<file path="src/rtl/lsu_pkg.sv">
// Shared types and constants for the data-memory load/store unit.
// Holds the FSM state encoding, funct3 size codes and the access legality check.
package lsu_pkg;

  typedef enum logic [1:0] {
    IDLE  = 2'd0,
    READ  = 2'd1,
    WRITE = 2'd2,
    DONE  = 2'd3
  } lsu_state_e;

  localparam logic [2:0] F3_B  = 3'b000;
  localparam logic [2:0] F3_H  = 3'b001;
  localparam logic [2:0] F3_W  = 3'b010;
  localparam logic [2:0] F3_BU = 3'b100;
  localparam logic [2:0] F3_HU = 3'b101;

  // 1 when the access is misaligned, has an unknown size code, or is an unsigned store.
  function automatic logic access_bad(input logic [2:0] f3, input logic is_store,
                                      input logic [1:0] a_lo);
    logic bad;
    bad = 1'b1;
    case (f3)
      F3_B:  bad = 1'b0;
      F3_H:  bad = a_lo[0];
      F3_W:  bad = (a_lo != 2'b00);
      F3_BU: bad = is_store;
      F3_HU: bad = is_store | a_lo[0];
      default: bad = 1'b1;
    endcase
    return bad;
  endfunction

endpackage

</file>
<file path="src/rtl/lsu_lane.sv">
// Byte/half lane logic: extracts and extends a load lane from a memory word,
// and merges right-aligned store data into the addressed lane(s) of a word.
module lsu_lane
  import lsu_pkg::*;
#(
  parameter int DWIDTH = 32
) (
  input  logic [DWIDTH-1:0] i_word,
  input  logic [DWIDTH-1:0] i_wdata,
  input  logic [1:0]        i_addr_lo,
  input  logic [2:0]        i_funct3,
  output logic [DWIDTH-1:0] o_load,
  output logic [DWIDTH-1:0] o_merged
);

  logic [4:0]        w_shamt;
  logic [DWIDTH-1:0] w_shifted;
  logic [DWIDTH-1:0] w_wshift;
  logic [DWIDTH-1:0] w_mask;

  assign w_shamt   = {i_addr_lo, 3'b000};
  assign w_shifted = i_word >> w_shamt;
  assign w_wshift  = i_wdata << w_shamt;

  always_comb begin
    o_load = i_word;
    case (i_funct3)
      F3_B:  o_load = {{(DWIDTH-8){w_shifted[7]}}, w_shifted[7:0]};
      F3_H:  o_load = {{(DWIDTH-16){w_shifted[15]}}, w_shifted[15:0]};
      F3_BU: o_load = {{(DWIDTH-8){1'b0}}, w_shifted[7:0]};
      F3_HU: o_load = {{(DWIDTH-16){1'b0}}, w_shifted[15:0]};
      default: o_load = i_word;
    endcase
  end

  // A zero mask leaves the word untouched, so full-word codes pass straight through.
  always_comb begin
    w_mask = '0;
    case (i_funct3)
      F3_B:    w_mask = DWIDTH'(8'hFF) << w_shamt;
      F3_H:    w_mask = DWIDTH'(16'hFFFF) << w_shamt;
      default: w_mask = '0;
    endcase
  end

  assign o_merged = (i_word & ~w_mask) | (w_wshift & w_mask);

endmodule

</file>
<file path="src/rtl/dmem_lsu.sv">
// Load/store unit between a core and a word-wide memory with combinational read.
// Handshake: req is sampled only in IDLE; ready is a single-cycle completion pulse, with rdata/err valid while it is high.
module dmem_lsu
  import lsu_pkg::*;
#(
  parameter int DWIDTH = 32,
  parameter int AWIDTH = 32
) (
  input  logic              clk,
  input  logic              rst_n,
  input  logic              req,
  input  logic              we,
  input  logic [AWIDTH-1:0] addr,
  input  logic [2:0]        funct3,
  input  logic [DWIDTH-1:0] wdata,
  output logic              ready,
  output logic [DWIDTH-1:0] rdata,
  output logic              err,
  output logic [AWIDTH-1:0] mem_addr,
  output logic [DWIDTH-1:0] mem_d,
  output logic              mem_wen,
  input  logic [DWIDTH-1:0] mem_q,
  output lsu_state_e        o_dbg_state
);

  lsu_state_e        r_state;
  lsu_state_e        w_next;
  logic [AWIDTH-1:0] r_addr;
  logic              r_we;
  logic [2:0]        r_f3;
  logic [DWIDTH-1:0] r_wdata;
  logic [DWIDTH-1:0] r_rdata;
  logic              r_err;
  logic              w_bad;
  logic              w_accept;
  logic [DWIDTH-1:0] w_load;
  logic [DWIDTH-1:0] w_merged;

  assign w_bad    = access_bad(funct3, we, addr[1:0]);
  assign w_accept = (r_state == IDLE) && req;

  always_ff @(posedge clk or negedge rst_n) begin
    if (!rst_n) r_state <= IDLE;
    else        r_state <= w_next;
  end

  always_comb begin
    w_next = r_state;
    case (r_state)
      IDLE: begin
        if (req) begin
          if (w_bad)             w_next = DONE;
          else if (!we)          w_next = READ;
          else if (funct3 == F3_W) w_next = WRITE;
          else                   w_next = READ;
        end
      end
      READ:    w_next = r_we ? WRITE : DONE;
      WRITE:   w_next = DONE;
      DONE:    w_next = IDLE;
      default: w_next = IDLE;
    endcase
  end

  // r_wdata holds the store data, then the merged word for sub-word stores.
  always_ff @(posedge clk or negedge rst_n) begin
    if (!rst_n) begin
      r_addr  <= '0;
      r_we    <= 1'b0;
      r_f3    <= F3_W;
      r_wdata <= '0;
      r_rdata <= '0;
      r_err   <= 1'b0;
    end else if (w_accept) begin
      r_addr  <= addr;
      r_we    <= we;
      r_f3    <= funct3;
      r_wdata <= wdata;
      r_rdata <= '0;
      r_err   <= w_bad;
    end else if (r_state == READ) begin
      if (r_we) r_wdata <= w_merged;
      else      r_rdata <= w_load;
    end
  end

  lsu_lane #(.DWIDTH(DWIDTH)) u_lane (
    .i_word    (mem_q),
    .i_wdata   (r_wdata),
    .i_addr_lo (r_addr[1:0]),
    .i_funct3  (r_f3),
    .o_load    (w_load),
    .o_merged  (w_merged)
  );

  // Stores complete in the write cycle itself; loads and errors complete in DONE.
  assign ready       = (r_state == WRITE) || ((r_state == DONE) && (!r_we || r_err));
  assign rdata       = r_rdata;
  assign err         = r_err;
  assign mem_wen     = (r_state == WRITE);
  assign mem_addr    = {r_addr[AWIDTH-1:2], 2'b00};
  assign mem_d       = r_wdata;
  assign o_dbg_state = r_state;

endmodule

</file>
<file path="config.mk">
export PLATFORM = sky130hd
export DESIGN_NAME = dmem_lsu
export DESIGN_NICKNAME = d
export VERILOG_FILES = /design/src/rtl/lsu_pkg.sv /design/src/rtl/lsu_lane.sv /design/src/rtl/dmem_lsu.sv
export SDC_FILE = /design/constraint.sdc
export NUM_CORES = 1
export LEC_CHECK = 0
export BUFFER_PORTS_ARGS = -buffer_cell sky130_fd_sc_hd__buf_4
export CAP_MARGIN = 20
export CORE_MARGIN = 1.5
export CORE_UTILIZATION = 46
export CTS_CLUSTER_SIZE = 10
export DETAILED_ROUTE_END_ITERATION = 10
export PLACE_DENSITY = 0.81
export SYNTH_ARGS = -nofsm -noshare
export SYNTH_HDL_FRONTEND = slang
export SYNTH_HIERARCHICAL = 1
export SYNTH_SLANG_ARGS = --single-unit
</file>
<file path="constraint.sdc">
create_clock -name clk -period 1.8 [get_ports clk]
set_input_delay 0.36 -clock clk [delete_from_list [all_inputs] [get_ports clk]]
set_output_delay 0.36 -clock clk [all_outputs]
set_load 0.02 [all_outputs]
</file>
======== Word-level counts from Yosys, hierarchy flattened ========
Index checks and enable logic that the tools add are counted.
storage, ports and cells
  register bits after elaboration ......... 103
  input port bits ......................... 103
  output and inout bits ................... 101
operators by class
  equal/unequal tests ..................... 12
  shifts and indexed selects .............. 4
  muxes and demuxes ....................... 15
  bitwise gates (word level) .............. 5
  reductions and logical operators ........ 13
operators with widths
  cell                   number
  $mux 32                6
  $pmux 32 s4            1
  $and 32x32->32         2
  $pmux 32 s2            1
  $not 32->32            1
  $or 32x32->32          1
  $shl 16x5->32 const A  1
  $shl 32x5->32          1
  $shl 8x5->32 const A   1
  $shr 32x5->16          1
  $eq 3x3->1 const B     4
  $mux 2                 4
  $pmux 2 s4             1
  $eq 3x1->1 const B     2
  $logic_not 3->1        2
  $reduce_bool 2->1      3
  $pmux 1 s5             1
  $eq 2x2->1 const B     2
  $reduce_and 2->1       2
  $eq 3x2->1 const B     1
  $eq 2x1->1 const B     1
  $logic_and 1x1->1      2
  $logic_not 2->1        1
  $logic_or 1x1->1       2
  5 further kinds        5

======== Longest topological paths before layout ========
Gate-level depths: netlist of the first run.
  depth in word-level cells ............... 8
  mapped depth ............................ 9
  gate-level depth less buffers ........... 6

======== Hierarchy ========
The synthesis of the first run kept the hierarchy.
by module, submodules not included
  module    times used  cells each  area an instance (µm²)  sequential area each (µm²)
  dmem_lsu  1           351         4,526.8                 2,578.7
  lsu_lane  1           223         1,368.8                 0.0

======== Worst setup path before layout of the first run ========
No wires, ideal clock.
  path type ............................... register -> register
  from .................................... register r_addr[1]
  to ...................................... register r_rdata[16], in the netlist rdata[16]
  setup time .............................. 121 ps
  arrival time ............................ 1,783 ps
  required time ........................... 1,679 ps
  setup slack ............................. -104 ps
  cell stages (with the launch flop) ...... 8
  clock period less this slack ............ 1,904 ps
  path through ............................ dfrtp_1 buf_6 mux4_2 and3_4 a32oi_4 buf_6 nand2_1 a22o_1
on the way
  word-level cells in the longest chain between the ends .. 5
ends and longest elaborated chain
  what                    line            text
  start, declared         dmem_lsu.sv:28  logic [AWIDTH-1:0] r_addr;
  start signal, assigned  dmem_lsu.sv:75  r_addr <= addr;
  $shr 32x5->16           lsu_lane.sv:22  assign w_shifted = i_word >> w_shamt;
  $pmux 32 s4             lsu_lane.sv:27  case (i_funct3)
  named net w_load[16]    dmem_lsu.sv:36  logic [DWIDTH-1:0] w_load;
  $mux 32                 dmem_lsu.sv:82  if (r_we) r_wdata <= w_merged;
  $mux 32                 dmem_lsu.sv:81  end else if (r_state == READ) begin
  $mux 32                 dmem_lsu.sv:74  end else if (w_accept) begin
  end signal, assigned    dmem_lsu.sv:83  else r_rdata <= w_load;
  end, declared           dmem_lsu.sv:32  logic [DWIDTH-1:0] r_rdata;
The timed path passes the listed nets, and every way through them passes these cells. The select of a mux whose other input is x is not followed.
A chain may end at the register's enable or synchronous reset.

======== Final worst setup path of the first run ========
  from .................................... register r_addr[1]
  to ...................................... register r_rdata[10], in the netlist rdata[10]
The elaborated chain is that of the path after synthesis.

==> impl_metrics.csv, run 1 <==
group,metric,value,unit
status,status,"complete, but fails checks",
status,failed_checks,"negative setup slack",
sta,slew_violations,0,
final_layout,drive_above_1_share,0.476,
cts,path_clk_slew,70,ps
power_and_ir_drop,pwr-share-comb,0.596,
detailed_routing,dr.pass1.iters,5,
cts,clock_sinks,103,
setup_path,cp.required,2040,ps
yosys,synth_common_cells,"dfrtp_1, nand2_1, mux2_2, mux2i_1, o21ai_0",
power_and_ir_drop,power.leakage,4.18,nW
global_routing,grt_pass1_vias,5057,
yosys,async_flop_share,1.00,
die,die_h,116,um
final_layout,fin_cells,947,
power_and_ir_drop,seqPwrFrac,0.273,
yosys,ys.flop_type,"dfrtp_1",
yosys,synth_area_per_cell,10.3,um^2
final_layout,syn2layout_area_growth,38.3,%
setup_path,crit_path_start_kind,"flip-flop",
power_and_ir_drop,swShare,0.432,
yosys,ys_seq_elements,103,
final_layout,antenna_cells,0,
yosys,synth_most_common_cell,"dfrtp_1",
cts,numCtsBuffers,9,
power_and_ir_drop,total_power,15.4,mW
power_and_ir_drop,p_clk_frac,0.131,
yosys,synth_edf_count,0,
global_routing,grt_max_degree,65,
die,rows,41,
yosys,yosys.area.top_type,"dfrtp_1",
sta,finalSetupViolCount,29,
detailed_routing,drc,0,
cts,htreeDepth,3,
yosys,seq_area_frac_synth,0.437,
placement,dp_cells,912,
yosys,yosys_warnings,6,
global_routing,globalRouteTotalUtil,0.259,
setup_path,crit_arrival,2190,ps
detailed_routing,totalWireLength,18000,um
detailed_routing,vias_per_cell,5.56,
sta,setup_ws,-148,ps
global_routing,grt_pass1_wl,26600,um
placement,hpwl,13100,um
die,start_util,0.469,
die,die-area,13500,um^2
placement,dp_slack,-119,ps
sta,fin_crit_sh,1.08,
setup_path,crit_fanout,6,
yosys,synthDominantCellAreaShare,0.433,
final_layout,fin_nets,878,
setup_path,cp-end-kind,"flip-flop",
setup_path,crit_type,"reg2reg",
yosys,synth.cell_area,5900,um^2
job,cap_violations,0,
final_layout,stdcell_area,8150,um^2
power_and_ir_drop,peakVddDrop,914,uV
cts,clockBufferDepth,2,
detailed_routing,route.antenna.remaining_nets,0,
sta,skew,6.17,ps
power_and_ir_drop,internal-power,8.77,mW
cts,cts_tree,"built",
yosys,synth_cell_type_count,45,
sta,hold_ws,231,ps
die,ios,204,
worst_hold_path,hold_class,"in2reg",
placement,gp_congestion,0.876,
cts,cts_root_buffer,"clkbuf_16",
sta,hold_viol_final,0,
detailed_routing,wl_per_cell,19.0,um
power_and_ir_drop,power.density,1890,nW/um^2
power_and_ir_drop,p_sw,6.67,mW
global_routing,grt-ovfl-total,0,
cts,clock_latency,350,ps
sta,max_freq,513,MHz
global_routing,grt_antenna_before_repair,0,
sta,grt_setup_unrepaired,"yes",
placement,portBuffers,201,
placement,place_area,7500,um^2
detailed_routing,num_vias,5267,
yosys,syn_inst,574,
sta,fin_setup_tns,-2590,ps
die,die_w,116,um
yosys,synthTopCellsByArea,"dfrtp_1, mux2_2, mux2i_1",
die,core_area,12600,um^2
sta,fin_crit,1950,ps
final_layout,fin_util,0.649,
detailed_routing,drt_first_iter_violations,395,
## sequential cells by signal, summed over array words and instances, names as in the netlist
register     count
o_dbg_state      2
rdata           32
mem_d           32
r_f3             3
r_we             1
r_addr          32
err              1
## cell type report
class,instances,area [um^2]
clock buffer,11,243
clock inverter,5,56.3
fill,988,4420
inverter,7,26.3
multi-input combinational,392,2940
sequential,103,2580
tap,172,215
timing repair buffer,257,2090
## routing by layer
metal,part of all wire,vias to the layer above,global-route usage,wire length (um)
li1,-,2392,-,-
met1,0.40,2564,0.334,7200
met2,0.50,265,0.431,8960
met3,0.070,46,0.0436,1270
met4,0.034,0,0.114,608
met5,0,-,0,0
## critical path, stage by stage (launching register included)
cell	delay, ps
dfrtp_1	410
mux4_2	570
buf_4	170
a21oi_2	150
buf_6	140
a211oi_1	50
a21o_1	160
a22o_1	190
## final timing paths
kind	startpoint	endpoint	slack (ps)	cells after the start
worst max-delay path	r_addr[1]$_DFFE_PN0P_	rdata[10]$_DFFE_PN0P_	-150	7
worst min-delay path	addr[12]	r_addr[12]$_DFFE_PN0P_	230	2
worst max register to register	r_addr[1]$_DFFE_PN0P_	rdata[10]$_DFFE_PN0P_	-150	7
worst min register to register	mem_d[25]$_DFFE_PN0P_	mem_d[25]$_DFFE_PN0P_	500	2
max in group asynchronous	rst_n	rdata[20]$_DFFE_PN0P_	790	3
min in group asynchronous	rst_n	mem_d[31]$_DFFE_PN0P_	480	2
## logic make-up (layout without fill, tap and decap cells)
logic type,Yosys count,in the layout,synth area share
muxes,108,108,0.197
AOI/OAI and AO/OA,143,143,0.165
buffers and inverters,80,280,0.0893
other,1,2,0.000636
DFF,103,103,0.437
and+or+nand+nor,134,134,0.0995
adders and majority gates,5,5,0.0106
## layout by cell type, fill, tap and decap left out, types with 13 or more instances in the layout
| cell type | n |
|---|---|
| buf_6 | 13 |
| mux2i_1 | 48 |
| a22o_1 | 32 |
| o21ai_0 | 30 |
| mux2_2 | 50 |
| nand2_1 | 90 |
| o21ai_1 | 18 |
| dfrtp_1 | 101 |
| buf_4 | 234 |
| nor2_1 | 22 |
| a21oi_1 | 16 |
## power groups by stage
stage | Combinational, mW | Sequential, mW | Clock, mW
global placement | 8.04 | 4.14 | 0
detailed placement | 8.33 | 4.21 | 0
finish | 9.20 | 4.22 | 2.02
floorplan | 5.23 | 4.65 | 0
CTS | 8.46 | 4.18 | 2.04
global route | 9.82 | 4.34 | 2.13
## what timing repair did
item,in CTS,in global routing
hold buffers,1,0
setup buffers,1,16
setup endpoints to repair,33,59
pin swaps,0,18
resized for setup,11,63
gates cloned,1,0
hold endpoints to repair,22,0
Note: power is estimated with default switching activity, not from simulation.
==> inputs of run 2 (changes only) <==
CORE_UTILIZATION = 36   (was 46)
PLACE_DENSITY = 0.67   (was 0.81)
==> run 2 against run 1 <==
The flow still finishes with violations (negative setup slack). Clock skew increased by 4.3 ps. Fmax rose by 6.3%. Setup slack improved by 120 ps.
==> impl_metrics.csv, run 2 (synthesized netlist as in run 1, its figures left out) <==
group,metric,value,unit
sta,max_freq,546,MHz
die,die_w,131,um
global_routing,grt_pass1_vias,4871,
power_and_ir_drop,p_sw,6.47,mW
final_layout,final_cell_mix,"buf_4, dfrtp_1, nand2_1",
die,die-area,17200,um^2
sta,max_slew_margin,0.654,
sta,fin_setup_tns,-144,ps
sta,hold_ws,231,ps
cts,clock_latency,360,ps
power_and_ir_drop,power.density,1880,nW/um^2
power_and_ir_drop,internal-power,8.69,mW
cts,clock_sinks,103,
sta,fin_crit_sh,1.02,
worst_hold_path,hold_depth,2,
final_layout,antenna_cells,0,
die,start_util,0.370,
cts,clockBufferDepth,2,
final_layout,syn2layout_area_growth,36.9,%
sta,hold_viol_final,0,
detailed_routing,dr.pass1.iters,5,
setup_path,crit_type,"reg2reg",
power_and_ir_drop,p_clk_frac,0.140,
power_and_ir_drop,pwr-share-comb,0.582,
worst_hold_path,worstHoldEndpoint,"r_addr[23]$_DFFE_PN0P_",
sta,finalSetupViolCount,8,
die,rows,46,
global_routing,grt_max_degree,65,
die,ios,204,
cts,numCtsBuffers,9,
power_and_ir_drop,seqPwrFrac,0.278,
setup_path,r2r-start,"r_addr[1]$_DFFE_PN0P_",
power_and_ir_drop,power.leakage,4.09,nW
setup_path,cp.required,2040,ps
job,cap_violations,0,
worst_hold_path,hold_class,"in2reg",
final_layout,fin_util,0.506,
sta,skew,10.5,ps
die,core_area,15900,um^2
global_routing,grt_antenna_before_repair,0,
setup_path,cp-end-kind,"flip-flop",
final_layout,nFillCells,1454,
setup_path,crit_arrival,2070,ps
setup_path,regToRegSetupSlack,-30,ps
global_routing,grt-ovfl-total,0,
final_layout,fin_nets,863,
sta,slew_violations,0,
final_layout,drive_above_1_share,0.457,
sta,fin_crit,1830,ps
setup_path,crit_path_start_kind,"flip-flop",
sta,setup_ws,-32.7,ps
status,status,"complete, but fails checks",
setup_path,crit_fanout,16,
sta,worst_slew_pin_slew,519,ps
detailed_routing,vias_per_cell,5.16,
placement,hpwl,13500,um
sta,grt_setup_unrepaired,"yes",
detailed_routing,route.antenna.remaining_nets,0,
cts,htreeDepth,3,
cts,cts_tree,"built",
detailed_routing,totalWireLength,17900,um
global_routing,globalRouteTotalUtil,0.206,
final_layout,final_common_cell,"buf_4",
die,die_h,131,um
worst_hold_path,hp-start,"addr[23]",
detailed_routing,drt_first_iter_violations,252,
setup_path,reg2reg_to,"rdata[29]$_DFFE_PN0P_",
power_and_ir_drop,total_power,15.2,mW
detailed_routing,num_vias,5038,
placement,gp_congestion,0.868,
detailed_routing,wl_per_cell,18.3,um
cts,path_clk_slew,70,ps
detailed_routing,drc,0,
status,failed_checks,"negative setup slack",
setup_path,reg2regPathDepth,6,
placement,dp_slack,-114,ps
placement,portBuffers,201,
final_layout,multi_input_area,2900,um^2
final_layout,regArea,2580,um^2
cts,cts_root_buffer,"clkbuf_16",
power_and_ir_drop,peakVddDrop,831,uV
power_and_ir_drop,swShare,0.427,
global_routing,grt_pass1_wl,26800,um
run 2: final cells by class:
| cell class | count | share of cell area |
|---|---|---|
| inverters | 7 | 0.00372 |
| well taps | 216 | 0.0335 |
| flip-flops and latches | 103 | 0.320 |
| repair buffers | 242 | 0.245 |
| clock buffers | 11 | 0.0288 |
| multi-input cells | 392 | 0.359 |
| clock inverters | 5 | 0.0104 |
run 2: how the worst max path moves through the flow:
stage                            endpoint             startpoint  slack, ps  cells after the start
floorplan            mem_d[1]$_DFFE_PN0P_  r_addr[0]$_DFFE_PN0P_       -100                      6
global placement    rdata[31]$_DFFE_PN0P_               mem_q[7]        -80                      7
detailed placement  rdata[30]$_DFFE_PN0P_               mem_q[7]       -110                      7
CTS                 rdata[29]$_DFFE_PN0P_  r_addr[1]$_DFFE_PN0P_        -30                      6
global route        rdata[14]$_DFFE_PN0P_  r_addr[1]$_DFFE_PN0P_       -140                      6
finish              rdata[29]$_DFFE_PN0P_  r_addr[1]$_DFFE_PN0P_        -30                      6
run 2: critical path: stages, from the launching register on:
cell and delay, ps:
dfrtp_1 370, mux4_2 540, and3_4 180, a32oi_4 200, buf_12 170, nand2_1 60
a22o_1 190
run 2: power by group through the flow:
stage               Clock, mW  Sequential [mW]  Combinational (mW)
finish                   2.12             4.22                8.82
global placement            0             4.20                8.06
detailed placement          0             4.25                8.27
global route             2.25             4.36                9.51
floorplan                   0             4.65                5.23
CTS                      2.15             4.21                8.45
run 2: repair_timing:
| item | 4_1_cts | 5_1_grt |
|---|---|---|
| setup endpoints to repair | 29 | 58 |
| hold endpoints to repair | 28 | 0 |
| resized for setup | 9 | 43 |
| pin swaps | 0 | 6 |
| hold buffers | 1 | 0 |
| cloned | 1 | 0 |
| setup buffers | 3 | 1 |
run 2: per-layer routing:
| metal | global-route usage | vias up | wire length (um) |
|---|---|---|---|
| li1 | - | 2372 | - |
| met1 | 0.282 | 2441 | 7630 |
| met2 | 0.325 | 198 | 8630 |
| met3 | 0.0423 | 27 | 1250 |
| met4 | 0.0730 | 0 | 387 |
| met5 | 0 | - | 0 |
run 2: per-stage QoR:
stage,cell area (um^2),std cells
2_1_floorplan,5900,575
3_3_place_gp,7530,954
3_5_place_dp,7530,954
4_1_cts,7920,975
5_1_grt,8070,976
6_report,8070,976
